==> src/rtl/pipe_stage_reg.sv <==
// -----------------------------------------------------------------------------
// pipe_stage_reg
//   Parametrised pipeline stage register. Carries a data payload and a control
//   bundle across one stage boundary with a valid/ready handshake, optional
//   2-entry skid buffer and synchronous flush. The control bundle is zero
//   whenever the output slot holds a bubble, so a stalled or flushed slot can
//   never assert write/branch controls downstream.
//
// Handshake: an entry moves on a port only in a cycle where valid and ready
//   are both high at the rising clock edge (in_fire / out_fire). The producer
//   must hold valid and payload stable until the entry is taken; valid never
//   depends combinationally on ready.
//
// Ports:
//   clk, rst        clock; asynchronous active-high reset
//   flush           synchronous kill of all held entries (highest priority)
//   in_valid/ready  upstream handshake
//   in_data/ctrl    upstream payload and control bundle
//   out_valid/ready downstream handshake (out_ready=0 stalls)
//   out_data/ctrl   registered payload/control; out_ctrl is 0 on a bubble
//   drop_cnt        saturating count of valid entries discarded by flush
//
// Parameters:
//   DATA_W   payload width
//   CTRL_W   control bundle width
//   SKID_EN  1: 2-entry skid, registered in_ready; 0: single entry,
//            combinational in_ready = !out_valid | out_ready
//   CNT_W    width of drop_cnt
// -----------------------------------------------------------------------------
module pipe_stage_reg #(
    parameter int DATA_W  = 64,
    parameter int CTRL_W  = 16,
    parameter int SKID_EN = 1,
    parameter int CNT_W   = 16
) (
    input  logic              clk,
    input  logic              rst,
    input  logic              flush,
    input  logic              in_valid,
    output logic              in_ready,
    input  logic [DATA_W-1:0] in_data,
    input  logic [CTRL_W-1:0] in_ctrl,
    output logic              out_valid,
    input  logic              out_ready,
    output logic [DATA_W-1:0] out_data,
    output logic [CTRL_W-1:0] out_ctrl,
    output logic [CNT_W-1:0]  drop_cnt
);

    // Number of entries held. TWO is only reachable with SKID_EN=1, because
    // without the skid an in_fire in ONE requires out_ready (hence out_fire).
    typedef enum logic [1:0] {
        EMPTY = 2'd0,
        ONE   = 2'd1,
        TWO   = 2'd2
    } state_t;

    state_t              state_q, state_d;
    logic [DATA_W-1:0]   main_data_q, main_data_d;
    logic [CTRL_W-1:0]   main_ctrl_q, main_ctrl_d;
    logic [DATA_W-1:0]   skid_data_q, skid_data_d;
    logic [CTRL_W-1:0]   skid_ctrl_q, skid_ctrl_d;
    logic                in_ready_q, in_ready_d;
    logic [CNT_W-1:0]    drop_cnt_q, drop_cnt_d;

    logic                in_fire;
    logic                out_fire;
    logic [1:0]          held;
    logic [1:0]          drops;
    logic [CNT_W:0]      drop_sum;

    assign out_valid = (state_q != EMPTY);
    assign out_data  = main_data_q;
    assign out_ctrl  = main_ctrl_q;
    assign drop_cnt  = drop_cnt_q;

    always_comb begin
        if (SKID_EN != 0) begin
            in_ready = in_ready_q;
        end else begin
            in_ready = !out_valid | out_ready;
        end
    end

    assign in_fire  = in_valid & in_ready;
    assign out_fire = out_valid & out_ready;

    // Entries held but not taken by downstream this cycle: these are the ones
    // a flush discards.
    always_comb begin
        held = 2'd0;
        case (state_q)
            ONE:     held = 2'd1;
            TWO:     held = 2'd2;
            default: held = 2'd0;
        endcase
        drops    = held - {1'b0, out_fire};
        drop_sum = {1'b0, drop_cnt_q} + (CNT_W + 1)'(drops);
    end

    always_comb begin
        state_d     = state_q;
        main_data_d = main_data_q;
        main_ctrl_d = main_ctrl_q;
        skid_data_d = skid_data_q;
        skid_ctrl_d = skid_ctrl_q;
        drop_cnt_d  = drop_cnt_q;

        case (state_q)
            EMPTY: begin
                if (in_fire) begin
                    state_d     = ONE;
                    main_data_d = in_data;
                    main_ctrl_d = in_ctrl;
                end
            end
            ONE: begin
                if (in_fire && out_fire) begin
                    main_data_d = in_data;
                    main_ctrl_d = in_ctrl;
                end else if (in_fire) begin
                    state_d     = TWO;
                    skid_data_d = in_data;
                    skid_ctrl_d = in_ctrl;
                end else if (out_fire) begin
                    // Drain to a bubble: data is kept, control is cleared.
                    state_d     = EMPTY;
                    main_ctrl_d = '0;
                end
            end
            TWO: begin
                if (out_fire) begin
                    state_d     = ONE;
                    main_data_d = skid_data_q;
                    main_ctrl_d = skid_ctrl_q;
                end
            end
            default: begin
                state_d     = EMPTY;
                main_ctrl_d = '0;
            end
        endcase

        // Flush overrides everything above; an entry arriving in the same
        // cycle is discarded without being counted.
        if (flush) begin
            state_d     = EMPTY;
            main_data_d = main_data_q;
            main_ctrl_d = '0;
            skid_data_d = skid_data_q;
            skid_ctrl_d = skid_ctrl_q;
            if (drop_sum[CNT_W]) begin
                drop_cnt_d = '1;
            end else begin
                drop_cnt_d = drop_sum[CNT_W-1:0];
            end
        end

        in_ready_d = (state_d != TWO);
    end

    always_ff @(posedge clk or posedge rst) begin
        if (rst) begin
            state_q     <= EMPTY;
            main_data_q <= '0;
            main_ctrl_q <= '0;
            skid_data_q <= '0;
            skid_ctrl_q <= '0;
            in_ready_q  <= 1'b1;
            drop_cnt_q  <= '0;
        end else begin
            state_q     <= state_d;
            main_data_q <= main_data_d;
            main_ctrl_q <= main_ctrl_d;
            skid_data_q <= skid_data_d;
            skid_ctrl_q <= skid_ctrl_d;
            in_ready_q  <= in_ready_d;
            drop_cnt_q  <= drop_cnt_d;
        end
    end

endmodule

==> config.mk <==
export PLATFORM = sky130hd
export DESIGN_NAME = pipe_stage_reg
export DESIGN_NICKNAME = d
export VERILOG_FILES = /design/src/rtl/pipe_stage_reg.sv
export SDC_FILE = /design/constraint.sdc
export NUM_CORES = 1
export LEC_CHECK = 0
export CAP_MARGIN = 10
export CORE_UTILIZATION = 54
export DETAILED_ROUTE_END_ITERATION = 16
export PLACE_DENSITY_LB_ADDON = 0.05
export SLEW_MARGIN = 5
export SYNTH_ARGS = -nofsm -noshare
export SYNTH_HDL_FRONTEND = slang
export SYNTH_SLANG_ARGS = --single-unit
==> constraint.sdc <==
create_clock -name clk -period 17.2 [get_ports clk]
set_input_delay 1.72 -clock clk [delete_from_list [all_inputs] [get_ports clk]]
set_output_delay 1.72 -clock clk [all_outputs]
set_load 0.005 [all_outputs]
# [Yosys cells after proc, flatten, opt, wreduce, memory -nomap -nowiden]
# Index checks and enable logic that the tools add are counted.
[totals] register_bits=179 input_bits=85 out_inout_bits=98 elab_cells=50
[op_classes] addsub=2 n_eq_ne=10 n_mux=20 bitwise=4 reduce_logical=7
[op_table] operator="$mux 64" n=3
[op_table] operator="$pmux 64 s3" n=1
[op_table] operator="$mux 16" n=7
[op_table] operator="$pmux 16 s3" n=1
[op_table] operator="$add 16x2->17" n=1
[op_table] operator="$mux 2" n=6
[op_table] operator="$ne 2x2->1 const B" n=4
[op_table] operator="$ne 4x4->1 const B" n=2
[op_table] operator="$reduce_and 4->1" n=2
[op_table] operator="$ne 3x3->1 const B" n=2
[op_table] operator="$pmux 2 s3" n=1
[op_table] operator="$reduce_and 5->1" n=1
[op_table] operator="$pmux 2 s2" n=1
[op_table] operator="$reduce_bool 3->1" n=1
[op_table] operator="$and 1x1->1" n=2
[op_table] operator="$eq 2x1->1 const B" n=1
[op_table] operator="$eq 2x2->1 const B" n=1
[op_table] operator="$logic_not 2->1" n=1
[op_table] operator="$not 1->1" n=2
[op_table] operator="$reduce_bool 2->1" n=1
[op_table] operator="$sub 2x1->2" n=1
[op_table] operator="$logic_and 1x1->1" n=1

# [Longest topological paths before layout]
[depth] word_depth=8 depth_mapped=12 mapped_depth_nobuf=10

# [Least setup slack after synthesis]
# No wires, ideal clock.
[synth_path] path_type="input-to-reg" from="in out_ready" to="reg drop_cnt_q[10] (netlist: drop_cnt[10])" setup_time_ns=0.134 t_arrival_ns=3.539 t_required_ns=17.066 setup_slack_ns=13.527 cell_stages=10 n_path_buf=2 cell_sequence="and2_1 ha_1 inv_1 ha_1 fa_1 and4_1 clkbuf_1 nand4_1 clkbuf_1 nand2_1"
[synth_via] elab_chain_cells=4
[synth_rtl] element="start: declaration" line="44" rtl="input logic out_ready,"
[synth_rtl] element="$and 1x1->1" line="86" rtl="assign out_fire = out_valid & out_ready;"
[synth_rtl] element="$sub 2x1->2" line="97" rtl="drops = held - {1'b0, out_fire};"
[synth_rtl] element="$add 16x2->17" line="98" rtl="drop_sum = {1'b0, drop_cnt_q} + (CNT_W + 1)'(drops);"
[synth_rtl] element="$mux 16" line="152" rtl="if (drop_sum[CNT_W]) begin"
[synth_rtl] element="end signal: assignment" line="178" rtl="drop_cnt_q <= drop_cnt_d;"
[synth_rtl] element="end: declaration" line="64" rtl="logic [CNT_W-1:0] drop_cnt_q, drop_cnt_d;"
# No other way between the ends.
# A chain may end at the register's enable or synchronous reset.

# [Worst setup path after layout]
[layout_path] from="in out_ready" to="reg drop_cnt_q[0] (netlist: drop_cnt[0])"
# Same word-level chain as after synthesis.

==> impl_metrics.env <==
export IMPL_hpwl_um=11200
export IMPL_cap_violations=0
export IMPL_netlist_area_um2=7960
export IMPL_grt_pass1_wl_um=28000
export IMPL_clock_sinks=179
export IMPL_ys_flop_type="dfrtp_1"
export IMPL_yosys_warnings=0
export IMPL_cellPowerDensity_nw_per_um2=119
export IMPL_skew_ps=8.77
export IMPL_end_kind="flip-flop"
export IMPL_fillers=997
export IMPL_hold_buffers=0
export IMPL_ant_nets=0
export IMPL_final_net_count=938
export IMPL_row_count=44
export IMPL_hold_path_class="flip-flop to flip-flop"
export IMPL_cts_buffers=17
export IMPL_ys_ff_latch=179
export IMPL_crit_path_max_incr_delay_ps=520
export IMPL_fin_area_um2=10500
export IMPL_grt_max_degree=98
export IMPL_start_util_pct=55.0
export IMPL_cts_tree="built"
export IMPL_place_congestion=0.797
export IMPL_clock_latency_ps=420
export IMPL_drive_above_1_share_pct=21.9
export IMPL_fin_tns_setup_ps=0
export IMPL_critPathMaxFanout=13
export IMPL_postSynthNetCount=771
export IMPL_cts_max_path_buffers=2
export IMPL_run_status="completed"
export IMPL_firstDrtPassIters=6
export IMPL_drc=0
export IMPL_wirelength_um=17900
export IMPL_slowest_stage="clkdlybuf4s50_1"
export IMPL_worstMarginPinSlew_ps=1180
export IMPL_root_buffer="clkbuf_16"
export IMPL_finalSetupViolCount=0
export IMPL_synth_edf_count=0
export IMPL_die_width_um=123
export IMPL_leakagePower_uw=0.00478
export IMPL_drv_slew=0
export IMPL_area_growth_pct=31.2
export IMPL_synthCells=682
export IMPL_irDropWorstVdd_mv=0.0732
export IMPL_wl_per_cell_um=17.1
export IMPL_grt_pass1_vias=5735
export IMPL_ios=183
export IMPL_postPlaceCellArea_um2=9850
export IMPL_fin_crit_ps=3860
export IMPL_yosysUniqueCellTypes=42
export IMPL_dieArea_um2=15200
export IMPL_path_cells="clkdlybuf4s50_1 > and2_1 > ha_1 > xnor2_1 > fa_1 > and4_1 > nand4_1 > nand2_1"
export IMPL_drt_iter0_markers=370
export IMPL_finalCritPeriodShare_pct=22.4
export IMPL_cp_required_ps=17550
export IMPL_yosysSeqAreaShare_pct=56.3
export IMPL_cp_arrival_ps=4200
export IMPL_critPathKind="input pin to flip-flop"
export IMPL_grt_usage_pct=24.1
export IMPL_async_reset_ff_share_pct=100
export IMPL_clkSlewWorstSetupHoldPaths_ps=70
export IMPL_numPortBuffers=182
export IMPL_relSlewSlack_pct=21.0
export IMPL_syn_area_per_cell_um2=11.7
export IMPL_antenna_cells=0
export IMPL_cts_htree_levels=4
export IMPL_core_area_um2=14500
export IMPL_die_h_um=123
export IMPL_fmax_mhz=259
export IMPL_rsz0062_at_grt="false"
export IMPL_vias=5675
export IMPL_viasPerCell=5.43
export IMPL_hold_viol_final=0
export IMPL_startpoint_type="input pin"
export IMPL_grt_overflow=0
export IMPL_post_cts_buffers=0
export IMPL_antenna_found_initial=0
export IMPL_post_cts_resized=0
==> state kept, by name (all words and copies together), names as in the netlist <==
register	flops
out_data	64
skid_ctrl_q	16
state_q	2
skid_data_q	64
out_ctrl	16
in_ready	1
drop_cnt	16
==> per-layer routing <==
metal / global-route usage, % / wire length [um] / part of all wire [%]
met1: 30.3 / 7520 / 42
met3: 6.00 / 1070 / 6.0
met4: 9.41 / 351 / 2.0
met2: 40.1 / 8950 / 50
met5: 0 / 0 / 0
==> stage by stage <==
step	hold slack, ps	power, uW	util [%]	setup slack [ps]	instances
2_1_floorplan	479	718	-	10620	682
3_3_place_gp	473	850	68.0	12990	1014
3_5_place_dp	474	867	68.0	12900	1014
4_1_cts	491	1260	72.2	13340	1046
5_1_grt	514	1310	72.2	13100	1046
6_report	494	1250	72.2	13340	1046
==> cell usage in the layout, fill, tap and decap left out, types with 2 or more instances in the layout <==
cell type,instances
clkinvlp_4,3
buf_4,5
a22oi_1,16
nor4_1,2
nand2_1,212
nand3_1,6
mux2_2,134
nor2_1,7
mux2_4,10
and3_1,2
and2_1,2
xor2_1,4
nor3_1,2
inv_6,3
nand4_1,7
clkdlybuf4s50_1,182
a21oi_1,4
clkinv_2,3
clkbuf_8,4
mux2i_1,4
clkbuf_16,17
o2bb2ai_1,16
ha_1,3
dfrtp_1,178
bufinv_16,2
inv_1,4
xnor2_1,8
o21ai_0,2
==> cell usage after synthesis, types with 2 or more instances <==
library cell | n | area share, %
nand2_1 | 213 | 10
dfrtp_1 | 178 | 56
mux2_2 | 134 | 19
a22oi_1 | 16 | 1.5
o2bb2ai_1 | 16 | 1.8
buf_1 | 11 | 0.52
buf_2 | 11 | 0.69
clkbuf_1 | 10 | 0.47
mux2_4 | 10 | 1.9
xnor2_1 | 8 | 0.88
nand4_1 | 7 | 0.55
nor2_1 | 7 | 0.33
buf_8 | 6 | 1.1
nand3_1 | 6 | 0.38
inv_1 | 5 | 0.24
a21oi_1 | 4 | 0.25
mux2i_1 | 4 | 0.50
xor2_1 | 4 | 0.44
ha_1 | 3 | 0.47
and2_1 | 2 | 0.16
and3_1 | 2 | 0.16
nor2b_1 | 2 | 0.16
nor3_1 | 2 | 0.13
nor4_1 | 2 | 0.16
o21ai_0 | 2 | 0.13
==> final timing paths <==
| path | from | end | slack (ps) | depth (start not counted) |
|---|---|---|---|---|
| max in group asynchronous | rst | skid_data_q[55] | 13770 | 3 |
| min | out_ctrl[14] | out_ctrl[14] | 490 | 1 |
| min reg2reg | out_ctrl[14] | out_ctrl[14] | 490 | 1 |
| max | out_ready | drop_cnt[0] | 13340 | 8 |
| max reg2reg | state_q[1] | drop_cnt[0] | 14360 | 8 |
| min in group asynchronous | rst | skid_data_q[46] | 1870 | 2 |
==> layout make-up <==
class / instances / area (um2) / share of cell area (%)
clock buffers: 21 / 480 / 4.60
flip-flops and latches: 179 / 4480 / 42.9
multi-input cells: 459 / 3250 / 31.1
repair buffers: 187 / 1860 / 17.8
clock inverters: 11 / 124 / 1.19
well taps: 184 / 230 / 2.20
inverters: 5 / 23.8 / 0.227
==> power by group <==
group	switching (uW)	internal [uW]
Clock	161	230
Sequential	61.1	523
Combinational	92.6	181
==> logic make-up (layout without fill, tap and decap cells) <==
kind of cell    after synthesis  after routing  share of synthesized area, %
xor+xnor                     12             12                          1.32
mux                         149            149                          21.5
compound gates               43             43                          4.24
fa+ha+maj                     4              4                         0.723
simple gates                251            251                          12.9
flops                       179            179                          56.3
buf+inv                      44            224                          3.11
==> worst max-delay path, delay by kind of cell <==
family | cells | cell delay [ps]
buf+inv | 1 | 520
simple gates | 4 | 1220
xor+xnor | 1 | 300
fa+ha+maj | 2 | 440
Note: power is estimated with default switching activity, not from simulation.
